## config.mk

```make
export PLATFORM = sky130hd
export DESIGN_NAME = hazard_scoreboard
export DESIGN_NICKNAME = d
export VERILOG_FILES = /design/src/rtl/hazard_scoreboard_pkg.sv /design/src/rtl/hazard_div_fsm.sv /design/src/rtl/hazard_scoreboard.sv
export SDC_FILE = /design/constraint.sdc
export NUM_CORES = 1
export LEC_CHECK = 0
export ABC_AREA = 1
export CAP_MARGIN = 10
export CORE_UTILIZATION = 30
export DETAILED_ROUTE_END_ITERATION = 10
export SYNTH_ARGS = -nofsm -noshare
export SYNTH_HDL_FRONTEND = slang
export SYNTH_HIERARCHICAL = 1
export SYNTH_SLANG_ARGS = --single-unit
```

## constraint.sdc

```tcl
create_clock -name clk -period 2.34 [get_ports clk]
set_clock_uncertainty 0.1 [all_clocks]
set_input_delay 0.585 -clock clk [delete_from_list [all_inputs] [get_ports clk]]
set_output_delay 0.585 -clock clk [all_outputs]
set_load 0.03 [all_outputs]
```

## src/rtl/hazard_scoreboard_pkg.sv

```systemverilog
// Shared encodings for the hazard scoreboard: forward selects, result stages,
// HI/LO bit positions and divider FSM states.
package hazard_scoreboard_pkg;

    localparam int unsigned FWD_RF  = 32'd0;
    localparam int unsigned RES_ALU = 32'd1;
    localparam int unsigned RES_MEM = 32'd2;
    localparam int unsigned HILO_LO = 32'd0;
    localparam int unsigned HILO_HI = 32'd1;

    typedef enum logic [1:0] {
        DIV_IDLE = 2'd0,
        DIV_BUSY = 2'd1,
        DIV_DONE = 2'd2
    } div_state_e;

    function automatic int unsigned fwd_stage(input int unsigned k);
        return k;
    endfunction

endpackage

```

## src/rtl/hazard_div_fsm.sv

```systemverilog
// Multi-cycle divider sequencer: IDLE/BUSY/DONE with a down-counter, cancel
// handling and registered busy/done flags.
module hazard_div_fsm
    import hazard_scoreboard_pkg::*;
#(
    parameter int DIV_LAT = 32
) (
    input  logic clk,
    input  logic reset,
    input  logic start_i,
    input  logic cancel_i,
    output logic busy_o,
    output logic done_o
);

    localparam int CW = $clog2(DIV_LAT);

    div_state_e    state_q;
    logic [CW-1:0] cnt_q;
    logic          busy_q;
    logic          done_q;

    // State, counter and flag registers; flags are loaded with the next state's decode.
    always_ff @(posedge clk or negedge reset) begin
        if (!reset) begin
            state_q <= DIV_IDLE;
            cnt_q   <= '0;
            busy_q  <= 1'b0;
            done_q  <= 1'b0;
        end else begin
            case (state_q)
                DIV_IDLE: begin
                    if (start_i) begin
                        state_q <= DIV_BUSY;
                        cnt_q   <= CW'(DIV_LAT - 1);
                        busy_q  <= 1'b1;
                        done_q  <= 1'b0;
                    end else begin
                        state_q <= DIV_IDLE;
                        cnt_q   <= cnt_q;
                        busy_q  <= 1'b0;
                        done_q  <= 1'b0;
                    end
                end
                DIV_BUSY: begin
                    if (cancel_i) begin
                        state_q <= DIV_IDLE;
                        cnt_q   <= '0;
                        busy_q  <= 1'b0;
                        done_q  <= 1'b0;
                    end else if (cnt_q == '0) begin
                        state_q <= DIV_DONE;
                        cnt_q   <= '0;
                        busy_q  <= 1'b0;
                        done_q  <= 1'b1;
                    end else begin
                        state_q <= DIV_BUSY;
                        cnt_q   <= cnt_q - CW'(1);
                        busy_q  <= 1'b1;
                        done_q  <= 1'b0;
                    end
                end
                DIV_DONE: begin
                    // Cancel and normal completion both land in IDLE from here.
                    state_q <= DIV_IDLE;
                    cnt_q   <= '0;
                    busy_q  <= 1'b0;
                    done_q  <= 1'b0;
                end
                default: begin
                    state_q <= DIV_IDLE;
                    cnt_q   <= '0;
                    busy_q  <= 1'b0;
                    done_q  <= 1'b0;
                end
            endcase
        end
    end

    assign busy_o = busy_q;
    assign done_o = done_q;

endmodule

```

## src/rtl/hazard_scoreboard.sv

```systemverilog
// Decode-stage hazard scoreboard: shadows the E..W pipeline, decides stall and
// per-source forwarding, guards HI/LO and sequences the divider.
module hazard_scoreboard
    import hazard_scoreboard_pkg::*;
#(
    parameter  int AW         = 5,
    parameter  int NUM_SRC    = 2,
    parameter  int PIPE_DEPTH = 3,
    parameter  int DIV_LAT    = 32,
    localparam int SW         = $clog2(PIPE_DEPTH + 1)
) (
    input  logic                  clk,
    input  logic                  reset,
    input  logic                  d_valid,
    input  logic [NUM_SRC*AW-1:0] d_src_addr,
    input  logic [NUM_SRC-1:0]    d_src_en,
    input  logic [AW-1:0]         d_dst_addr,
    input  logic                  d_dst_en,
    input  logic [SW-1:0]         d_res_stage,
    input  logic                  d_is_div,
    input  logic [1:0]            d_hilo_r,
    input  logic [1:0]            d_hilo_w,
    input  logic                  pipe_advance,
    input  logic [PIPE_DEPTH-1:0] flush_mask,
    input  logic                  div_cancel,
    output logic                  stall,
    output logic [NUM_SRC*SW-1:0] fwd_sel,
    output logic [1:0]            hilo_fwd,
    output logic                  div_busy,
    output logic                  div_done
);

    // Index j of every tracker array holds pipeline stage j+1.
    logic [PIPE_DEPTH-1:0] valid_q, valid_d;
    logic [PIPE_DEPTH-1:0] dst_en_q, dst_en_d;
    logic [AW-1:0]         dst_q    [PIPE_DEPTH];
    logic [AW-1:0]         dst_d    [PIPE_DEPTH];
    logic [SW-1:0]         res_q    [PIPE_DEPTH];
    logic [SW-1:0]         res_d    [PIPE_DEPTH];
    logic [1:0]            hilo_w_q [PIPE_DEPTH];
    logic [1:0]            hilo_w_d [PIPE_DEPTH];

    logic                  up_valid_s  [PIPE_DEPTH];
    logic                  up_dst_en_s [PIPE_DEPTH];
    logic [AW-1:0]         up_dst_s    [PIPE_DEPTH];
    logic [SW-1:0]         up_res_s    [PIPE_DEPTH];
    logic [1:0]            up_hilo_w_s [PIPE_DEPTH];

    logic [NUM_SRC-1:0]    src_stall_s;
    logic                  hilo_stall_s;
    logic                  div_stall_s;
    logic                  issue_s;
    logic                  div_start_s;

    assign issue_s = d_valid & ~stall;

    genvar j;
    for (j = 0; j < PIPE_DEPTH; j++) begin : g_up
        if (j == 0) begin : g_head
            assign up_valid_s[j]  = issue_s;
            assign up_dst_en_s[j] = d_dst_en;
            assign up_dst_s[j]    = d_dst_addr;
            assign up_res_s[j]    = d_res_stage;
            assign up_hilo_w_s[j] = d_hilo_w;
        end else begin : g_body
            assign up_valid_s[j]  = valid_q[j-1];
            assign up_dst_en_s[j] = dst_en_q[j-1];
            assign up_dst_s[j]    = dst_q[j-1];
            assign up_res_s[j]    = res_q[j-1];
            assign up_hilo_w_s[j] = hilo_w_q[j-1];
        end
    end

    // Tracker next state: shift on advance, hold otherwise; flush always clears valid.
    always_comb begin
        for (int k = 0; k < PIPE_DEPTH; k++) begin
            if (pipe_advance) begin
                valid_d[k]  = up_valid_s[k] & ~flush_mask[k];
                dst_en_d[k] = up_dst_en_s[k];
                dst_d[k]    = up_dst_s[k];
                res_d[k]    = up_res_s[k];
                hilo_w_d[k] = up_hilo_w_s[k];
            end else begin
                valid_d[k]  = valid_q[k] & ~flush_mask[k];
                dst_en_d[k] = dst_en_q[k];
                dst_d[k]    = dst_q[k];
                res_d[k]    = res_q[k];
                hilo_w_d[k] = hilo_w_q[k];
            end
        end
    end

    // Tracker registers.
    always_ff @(posedge clk or negedge reset) begin
        if (!reset) begin
            valid_q  <= '0;
            dst_en_q <= '0;
            for (int k = 0; k < PIPE_DEPTH; k++) begin
                dst_q[k]    <= '0;
                res_q[k]    <= '0;
                hilo_w_q[k] <= 2'b00;
            end
        end else begin
            valid_q  <= valid_d;
            dst_en_q <= dst_en_d;
            for (int k = 0; k < PIPE_DEPTH; k++) begin
                dst_q[k]    <= dst_d[k];
                res_q[k]    <= res_d[k];
                hilo_w_q[k] <= hilo_w_d[k];
            end
        end
    end

    genvar i;
    for (i = 0; i < NUM_SRC; i++) begin : g_src
        logic [AW-1:0]         addr_s;
        logic [PIPE_DEPTH-1:0] hit_s;
        logic [SW-1:0]         sel_s;
        logic                  stl_s;

        assign addr_s = d_src_addr[i*AW +: AW];

        for (j = 0; j < PIPE_DEPTH; j++) begin : g_hit
            assign hit_s[j] = d_src_en[i] & (addr_s != '0) & valid_q[j]
                            & dst_en_q[j] & (dst_q[j] == addr_s);
        end

        // Walk oldest to youngest so the youngest hit overwrites the decision.
        always_comb begin
            sel_s = SW'(FWD_RF);
            stl_s = 1'b0;
            for (int k = PIPE_DEPTH - 1; k >= 0; k--) begin
                if (hit_s[k]) begin
                    if (SW'(k + 1) > res_q[k]) begin
                        sel_s = SW'(fwd_stage(k + 1));
                        stl_s = 1'b0;
                    end else begin
                        sel_s = SW'(FWD_RF);
                        stl_s = 1'b1;
                    end
                end else begin
                    sel_s = sel_s;
                    stl_s = stl_s;
                end
            end
        end

        assign fwd_sel[i*SW +: SW] = sel_s;
        assign src_stall_s[i]      = stl_s;
    end

    // HI/LO writers still in flight before the last stage cannot be forwarded.
    always_comb begin
        hilo_stall_s = 1'b0;
        for (int k = 0; k < PIPE_DEPTH - 1; k++) begin
            hilo_stall_s = hilo_stall_s | (valid_q[k] & (|(d_hilo_r & hilo_w_q[k])));
        end
    end

    assign hilo_fwd[HILO_HI] = valid_q[PIPE_DEPTH-1] & d_hilo_r[HILO_HI] & hilo_w_q[PIPE_DEPTH-1][HILO_HI];
    assign hilo_fwd[HILO_LO] = valid_q[PIPE_DEPTH-1] & d_hilo_r[HILO_LO] & hilo_w_q[PIPE_DEPTH-1][HILO_LO];

    assign div_stall_s = (div_busy | div_done) & (d_is_div | (|d_hilo_r) | (|d_hilo_w));
    assign stall       = d_valid & ((|src_stall_s) | hilo_stall_s | div_stall_s);
    assign div_start_s = issue_s & d_is_div & pipe_advance;

    hazard_div_fsm #(
        .DIV_LAT (DIV_LAT)
    ) u_div_fsm (
        .clk      (clk),
        .reset    (reset),
        .start_i  (div_start_s),
        .cancel_i (div_cancel),
        .busy_o   (div_busy),
        .done_o   (div_done)
    );

endmodule

```

======== Word-level counts from Yosys, hierarchy flattened ========
Index checks and enable logic that the tools add are counted.
storage, ports and cells
  register bits after elaboration ......... 42
  output and inout port bits .............. 9
  word-level logic and storage cells ...... 121
cells by class
  $add $sub $neg .......................... 1
  $lt $le $gt $ge ......................... 3
  eq/ne operators ......................... 8
  muxes and demuxes ....................... 36
  bitwise gates (word level) .............. 49
  reduce and logical (&&, ||, !) cells .... 9
operators with widths
  operator             number
  $and 1x1->1          37
  $eq 5x5->1           6
  $mux 1               20
  $mux 2               10
  $mux 5               3
  $pmux 5 s2           1
  $reduce_bool 5->1    2
  $reduce_or 2->1      5
  $or 1x1->1           6
  $logic_not 5->1      1
  $sub 5x1->5 const B  1
  $and 2x2->2          2
  $gt 2x2->1 const A   2
  $not 1->1            4
  $pmux 2 s2           1
  $eq 2x1->1 const B   1
  $gt 1x2->1 const A   1
  $logic_not 2->1      1
  $ne 2x2->1 const B   1
  $pmux 1 s2           1

======== Longest topological paths before layout ========
Gate-level depths: netlist of run 1.
  depth in word-level cells ............... 18
  depth in mapped cells ................... 14
  gate-level depth less buffers ........... 14

======== Hierarchy ========
The synthesis of run 1 kept the hierarchy.
by module, submodules not included
  module             times used  cells an instance  area an instance (µm²)
  hazard_scoreboard  1           319                2,082.0
  hazard_div_fsm     1           45                 421.7

======== Worst setup path before layout of run 1 ========
No wires, ideal clock.
  kind .................................... input to output
  start ................................... input port d_src_addr[7]
  end ..................................... output port fwd_sel[2]
  arrival time ............................ 1,715 ps
  required time ........................... 1,655 ps
  path slack .............................. -60 ps
  stages .................................. 6
  buffers on the path ..................... 0
  cell sequence ........................... inv_1 -> nand3_1 -> o21ai_1 -> inv_1 -> nand3_1 -> o21ai_0
between the ends
  longest elaborated chain between the ends .. 8
  elaborated cells between the ends (all ways) .. 17
  classes of those cells .................. 3 x eq/ne; 3 x mux; 10 x bitwise; 1 x reduce/logical
ends and longest elaborated chain
  element                   RTL line                  text
  start: declaration        hazard_scoreboard.sv:15   input logic [NUM_SRC*AW-1:0] d_src_addr,
  $reduce_bool 5->1         hazard_scoreboard.sv:124  assign hit_s[j] = d_src_en[i] & (addr_s != '0) & valid_q[j]
  $and 1x1->1 (2 in a row)  hazard_scoreboard.sv:124
  $and 1x1->1 (2 in a row)  hazard_scoreboard.sv:125  & dst_en_q[j] & (dst_q[j] == addr_s);
  $mux 2 (2 in a row)       hazard_scoreboard.sv:133  if (hit_s[k]) begin
  $mux 2 *                  hazard_scoreboard.sv:133
  end: declaration          hazard_scoreboard.sv:27   output logic [NUM_SRC*SW-1:0] fwd_sel,
Mark *: on every way between the ends. The rest lies on a longest branch, timed or not.

======== Worst setup path after layout of run 1 ========
  start ................................... input port d_src_addr[6]
  end ..................................... output port stall
between the ends
  longest elaborated chain between the ends .. 12
  elaborated cells between the ends (all ways) .. 21
  classes of those cells .................. 3 x eq/ne; 3 x mux; 13 x bitwise; 2 x reduce/logical
ends and longest elaborated chain
  element                    RTL line                  text
  $reduce_bool 5->1          hazard_scoreboard.sv:124
  $and 1x1->1 (2 in a row)   hazard_scoreboard.sv:124
  $and 1x1->1 (2 in a row)   hazard_scoreboard.sv:125
  $mux 1 (2 in a row)        hazard_scoreboard.sv:133
  $mux 1 *                   hazard_scoreboard.sv:133
  $reduce_or 2->1 *          hazard_scoreboard.sv:164  assign stall = d_valid & ((|src_stall_s) | hilo_stall_s | div_stall_s);
  $or 1x1->1 * (2 in a row)  hazard_scoreboard.sv:164
  $and 1x1->1 *              hazard_scoreboard.sv:164
  end: declaration           hazard_scoreboard.sv:26   output logic stall,
Marked as above.

==> flow_summary.ini, run 1 <==
[floorplan]
core_um2 = 7890
pin_count = 42
start_util_pct = 31.7
dieHeight_um = 93.4
std_cell_rows = 32
die-area_um2 = 8720
die_x_um = 93.4

[global_routing]
grt_pass1_wl_mm = 11.9
grt_start_max_net_pins = 42
grt_overflow_total = 0
antenna_found_initial = 0
track_usage_pct = 17.6
grt_pass1_vias = 2583

[yosys]
syn-mean-instance-area_um2 = 6.88
yosysWarnings = 6
synth-seq-cells = 41
synth_cell_type_count = 33
synth_area_um2 = 2500
yosysSeqAreaShare_pct = 41.0
mappedNetlistNets = 398
synth_cells = 364

[clock_network]
path_clk_slew_ns = 0.09
postCtsHoldBufs = 0
clock_path_buffers = 2
insertion_delay_ns = 0.31
cts_made_buffers = 5
clockRootBuffer = clkbuf_8
cts-htree-levels = 2
cts_tree = yes
cts.sinks = 41

[timing]
fmax_mhz = 402
worst_slack_ns = -0.147
timing.final.crit_period_ns = 2.49
rsz0062_at_grt = yes
period_share_pct = 106
maxSlewHeadroom_pct = 63.7
hold_viol = 0
worst_pin_slew_ns = 0.544
setup_tns_ns = -0.470
setup_violations = 10
fin_worst_hold_slack_ns = 0.230
drv_slew = 0

[place]
hpwl_mm = 5.15
place_ws_ns = -0.703
dp.cells = 534
placed_area_um2 = 3240
place_congestion = 0.914
placement.io_buffers = 41

[detailed_routing]
drtAntennaViolNets = 0
num_vias = 2561
routedWlPerCell_um = 12.4
vias_per_cell = 4.59
routed_wl_mm = 6.92
drtIter0Drc = 76
drt-pass1-iter-count = 4
drcViolationCount = 0

[cells_and_area]
layout_commonest_cell = nand2_1
insertedDiodeCount = 0
final_cell_mix = nand2_1 (119), buf_4 (51), dfrtp_1 (37), inv_1 (31), o21ai_0 (23)
instances_no_fill = 558
area_growth_pct = 45.4
fin_util_pct = 46.2
fin_nets = 489
final_area_um2 = 3640
drive_gt1_share_pct = 37.3

[power_and_ir_drop]
switching_share_pct = 36.7
sequentialPowerShare_pct = 43.3
power.density_nw_per_um2 = 583
power_mw = 2.12
power_switching_uw = 778
pwr-share-clk_pct = 24.1
power_leakage_nw = 1.81
intPower_mw = 1.34
p_comb_share_pct = 32.6
peakVddDrop_v = 0.000443

[setup_path]
r2r-end = u_div_fsm/cnt_q[3]
cpMostUsedCell = nand2_1
reg2reg_from = dst_q[13]
r2r_slack_ns = -0.04
slowest_delay_ns = 0.13
required_ns = 1.65
crit_fanout = 4
crit_arrival_ns = 1.80
crit_chain = buf_2 > buf_4 > nand2_1 > nand2_1 > nor2_1 > nand2_1 > nor2_2 > nand4_1 > nand2_1 > nand2_2 > nand3_2 > nand2_1 > inv_1 > buf_6
reg2reg_depth = 15
crit_slowest_cell = buf_4
worstSetupEndpointType = output pin
worstSetupPathType = primary input to output pin
cp-start-kind = primary input

[hold_path]
holdCritPathClass = primary input to asynchronous set/reset pin

[run_status]
outcome = finished, violations left
violations = setup timing

[job]
max_cap_violations = 0
[registers in the layout (all words and copies together), names as in the netlist]
register,count
res_q,6
valid_q,3
u_div_fsm/done_o,1
dst_q,15
u_div_fsm/cnt_q,5
dst_en_q,3
hilo_w_q,6
u_div_fsm/state_q,2
[timing repair]
item                                    4_1_cts  5_1_grt
pin swaps                                    36       26
endpoints found under the setup margin       12       12
hold endpoints to repair                      0        0
gates resized for setup                     103       44
setup buffers                                11        5
[cell families after synthesis]
| group | count (synthesis) | share of synthesized area [%] |
|---|---|---|
| xor gates and xnor gates | 8 | 2.80 |
| buffers and inverters | 60 | 9.00 |
| and+or+nand+nor | 200 | 34.3 |
| DFF | 41 | 41.0 |
| adders and majority gates | 1 | 0.500 |
| AOI/OAI and AO/OA | 54 | 12.4 |
[layout make-up]
| type | instances | area, um^2 |
|---|---|---|
| multi-input cells | 263 | 1450 |
| well taps | 102 | 128 |
| clock inverters | 3 | 25.0 |
| repair buffers | 91 | 741 |
| fillers | 796 | 4250 |
| flip-flops and latches | 41 | 1030 |
| clock buffers | 5 | 68.8 |
| inverters | 53 | 199 |
[worst max path at each step]
stage / slack, ns / cells after the start / start / to
after floorplan: 0.005 / 7 / d_src_addr[4] / fwd_sel[0]
after global placement: -0.69 / 10 / d_src_addr[9] / fwd_sel[3]
after detailed placement: -0.70 / 10 / d_src_addr[9] / fwd_sel[3]
after CTS: -0.19 / 10 / dst_q[8] / stall
after global routing: -0.28 / 12 / d_hilo_w[1] / stall
final: -0.15 / 14 / d_src_addr[6] / stall
[power by group through the flow]
| stage | Clock [mW] | Sequential [mW] | Combinational [mW] |
|---|---|---|---|
| after detailed placement | 0 | 0.923 | 0.603 |
| after global routing | 0.555 | 0.940 | 0.777 |
| after CTS | 0.529 | 0.918 | 0.660 |
| after global placement | 0 | 0.922 | 0.585 |
| final | 0.511 | 0.920 | 0.692 |
| after floorplan | 0 | 0.905 | 0.386 |
[cell usage after synthesis, drive strengths merged]
cell type,count,area [um^2]
nand2,135,522
inv,53,199
dfrtp,41,1030
o21ai,35,190
nor2,30,128
nand3,14,75.1
a21oi,11,58.8
nand4,11,75.1
clkbuf,6,22.5
nor3,6,30.0
xnor2,6,52.6
o21bai,3,26.3
o211ai,2,15.0
o22ai,2,12.5
xor2,2,17.5
a211oi,1,7.51
and2,1,6.26
buf,1,3.75
ha,1,12.5
nand3b,1,7.51
nor3b,1,7.51
or2,1,8.76
[worst max-delay path: cells and delay by family]
kind          cells  cell delay, ns
simple gates     10            0.79
buf+inv           4            0.44
[routing by layer]
layer	vias to the layer above	track usage (%)	wire length (um)
li1	1333	-	-
met4	0	6.54	114
met2	63	29.7	3350
met5	-	0	0
met1	1154	21.7	3070
met3	11	4.07	385
No activity file was read; power rests on OpenSTA's default activity.
==> run 2, diff against run 1 <==
--- a/config.mk
+++ b/config.mk
@@ -13,3 +13,4 @@
 export SYNTH_HDL_FRONTEND = slang
 export SYNTH_HIERARCHICAL = 1
 export SYNTH_SLANG_ARGS = --single-unit
+export TNS_END_PERCENT = 10
==> flow_summary.ini, run 2 (synthesized netlist as in run 1, its figures left out) <==
[power_and_ir_drop]
intPower_mw = 1.34
power.density_nw_per_um2 = 589
peakVddDrop_v = 0.000443
power_mw = 2.12
switching_share_pct = 36.6
power_switching_uw = 776
power_leakage_nw = 1.79
pwr-share-clk_pct = 24.2
p_comb_share_pct = 32.3
sequentialPowerShare_pct = 43.5

[global_routing]
use_met2_pct = 29.2
grt.busiest_layer = met2
grt_pass1_wl_mm = 11.7
antenna_found_initial = 0
gr-usage-met1_pct = 21.9
grt_start_max_net_pins = 42
grt.met3_usage_pct = 3.82
track_usage_pct = 17.4
grt_pass1_vias = 2536
grt_overflow_total = 0

[cells_and_area]
layout_commonest_cell = nand2_1
insertedDiodeCount = 0
n_fill_cell = 804
final_cell_mix = nand2_1 (119), buf_4 (50), dfrtp_1 (36), inv_1 (32), o21ai_0 (23)
drive_gt1_share_pct = 35.5
top_regs = dst_q (15), hilo_w_q (6), res_q (6)
fin_nets = 487
area_growth_pct = 43.7
regMostFlops = dst_q
instances_no_fill = 556
largest_reg_flops = 15

[run_status]
outcome = finished, violations left
violations = setup timing

[job]
max_cap_violations = 0

[place]
placement.io_buffers = 41
dp.cells = 534
place_congestion = 0.914
hpwl_mm = 5.15

[detailed_routing]
drt-pass1-iter-count = 4
routedWlPerCell_um = 12.4
routed_wl_mm = 6.91
num_vias = 2557
vias_per_cell = 4.60
drtIter0Drc = 78
drcViolationCount = 0
drtAntennaViolNets = 0

[floorplan]
die-area_um2 = 8720
dieHeight_um = 93.4
std_cell_rows = 32
die_x_um = 93.4
core_um2 = 7890
pin_count = 42
start_util_pct = 31.7

[setup_path]
worstSetupPathType = flip-flop to output pin
worstSetupEndpointType = output pin
slowest_delay_ns = 0.40
crit_chain = inv_1 > o21ai_1 > nand3b_1 > nor3_2 > nor2_2 > nand3_2 > nand2_1 > inv_1 > buf_6
r2r_slack_ns = -0.08
crit_fanout = 4
cpMostUsedCell = inv_1
required_ns = 1.65
cp-start-kind = flip-flop
crit_slowest_cell = dfrtp_1
crit_arrival_ns = 1.81
reg2reg_depth = 14

[timing]
period_share_pct = 107
drv_slew = 0
rsz0062_at_grt = yes
setup_violations = 10
timing.final.crit_period_ns = 2.50
worst_slack_ns = -0.157
fmax_mhz = 400
worst_pin_slew_ns = 0.545
hold_viol = 0
maxSlewHeadroom_pct = 63.7

[clock_network]
cts_tree = yes
cts.sinks = 41
path_clk_slew_ns = 0.09
postCtsHoldBufs = 0
cts-htree-levels = 2
clock_path_buffers = 2
insertion_delay_ns = 0.31
clockRootBuffer = clkbuf_8
cts_made_buffers = 5

[hold_path]
holdCritPathClass = primary input to asynchronous set/reset pin
## run 2: power by group through the flow
stage                     Clock [mW]  Sequential, mW  Combinational [mW]
after floorplan                    0           0.905               0.386
after global placement             0           0.922               0.585
after detailed placement           0           0.923               0.603
after CTS                      0.529           0.919               0.646
after global routing           0.555           0.941               0.767
final                          0.512           0.921               0.684
## run 2: what timing repair did
item / CTS / global route
setup endpoints to repair: 12 / 11
pin swaps: 33 / 27
setup buffers: 8 / 6
gates resized for setup: 92 / 45
## run 2: path summary, 6_finish.rpt
path,to,startpoint
worst min-delay path,dst_q[3],reset
worst max-delay path,stall,dst_q[11]
min in group clk,res_q[2],res_q[2]
max in group asynchronous,dst_q[8],reset
worst min register to register,res_q[2],res_q[2]
worst max register to register,u_div_fsm/cnt_q[3],dst_q[11]
## run 2: metal layers
metal | vias to the layer above | routed length, um | share of wire (%)
met5 | - | 0 | 0
met4 | 0 | 104 | 1.5
met3 | 10 | 360 | 5.2
met2 | 55 | 3330 | 48
met1 | 1166 | 3110 | 45
li1 | 1326 | - | -
## run 2: through the flow
step	setup TNS, ns	hold slack (ns)	worst slack (ns)	util, %	area (um^2)
floorplan	0	0.189	0.00467	-	2500
global placement	-6.49	0.355	-0.694	41.1	3240
detailed placement	-6.62	0.359	-0.703	41.1	3240
CTS	-0.754	0.247	-0.191	43.8	3460
global route	-2.03	0.285	-0.262	45.6	3600
finish	-0.835	0.230	-0.157	45.6	3600
## run 2: layout make-up
class	instances	area (um^2)	share of cell area [%]
clock buffers	5	68.8	1.91
repair buffers	89	718	20.0
multi-input cells	263	1430	39.7
inverters	53	199	5.53
flip-flops and latches	41	1030	28.7
well taps	102	128	3.55
clock inverters	3	25.0	0.696
## run 2: worst max-delay path: cells and delay by family (launching register included)
family	cells	cell delay, ns
buffers and inverters	3	0.33
DFF	1	0.40
and+or+nand+nor	5	0.70
AOI/OAI and AO/OA	1	0.08
==> run 3, diff against run 2 <==
--- a/config.mk
+++ b/config.mk
@@ -6,7 +6,7 @@
 export NUM_CORES = 1
 export LEC_CHECK = 0
 export ABC_AREA = 1
-export CAP_MARGIN = 10
+export CAP_MARGIN = 20
 export CORE_UTILIZATION = 30
 export DETAILED_ROUTE_END_ITERATION = 10
 export SYNTH_ARGS = -nofsm -noshare
==> results of run 3 <==
Same layout as run 2: the final DEF is identical, and so are final timing and power.
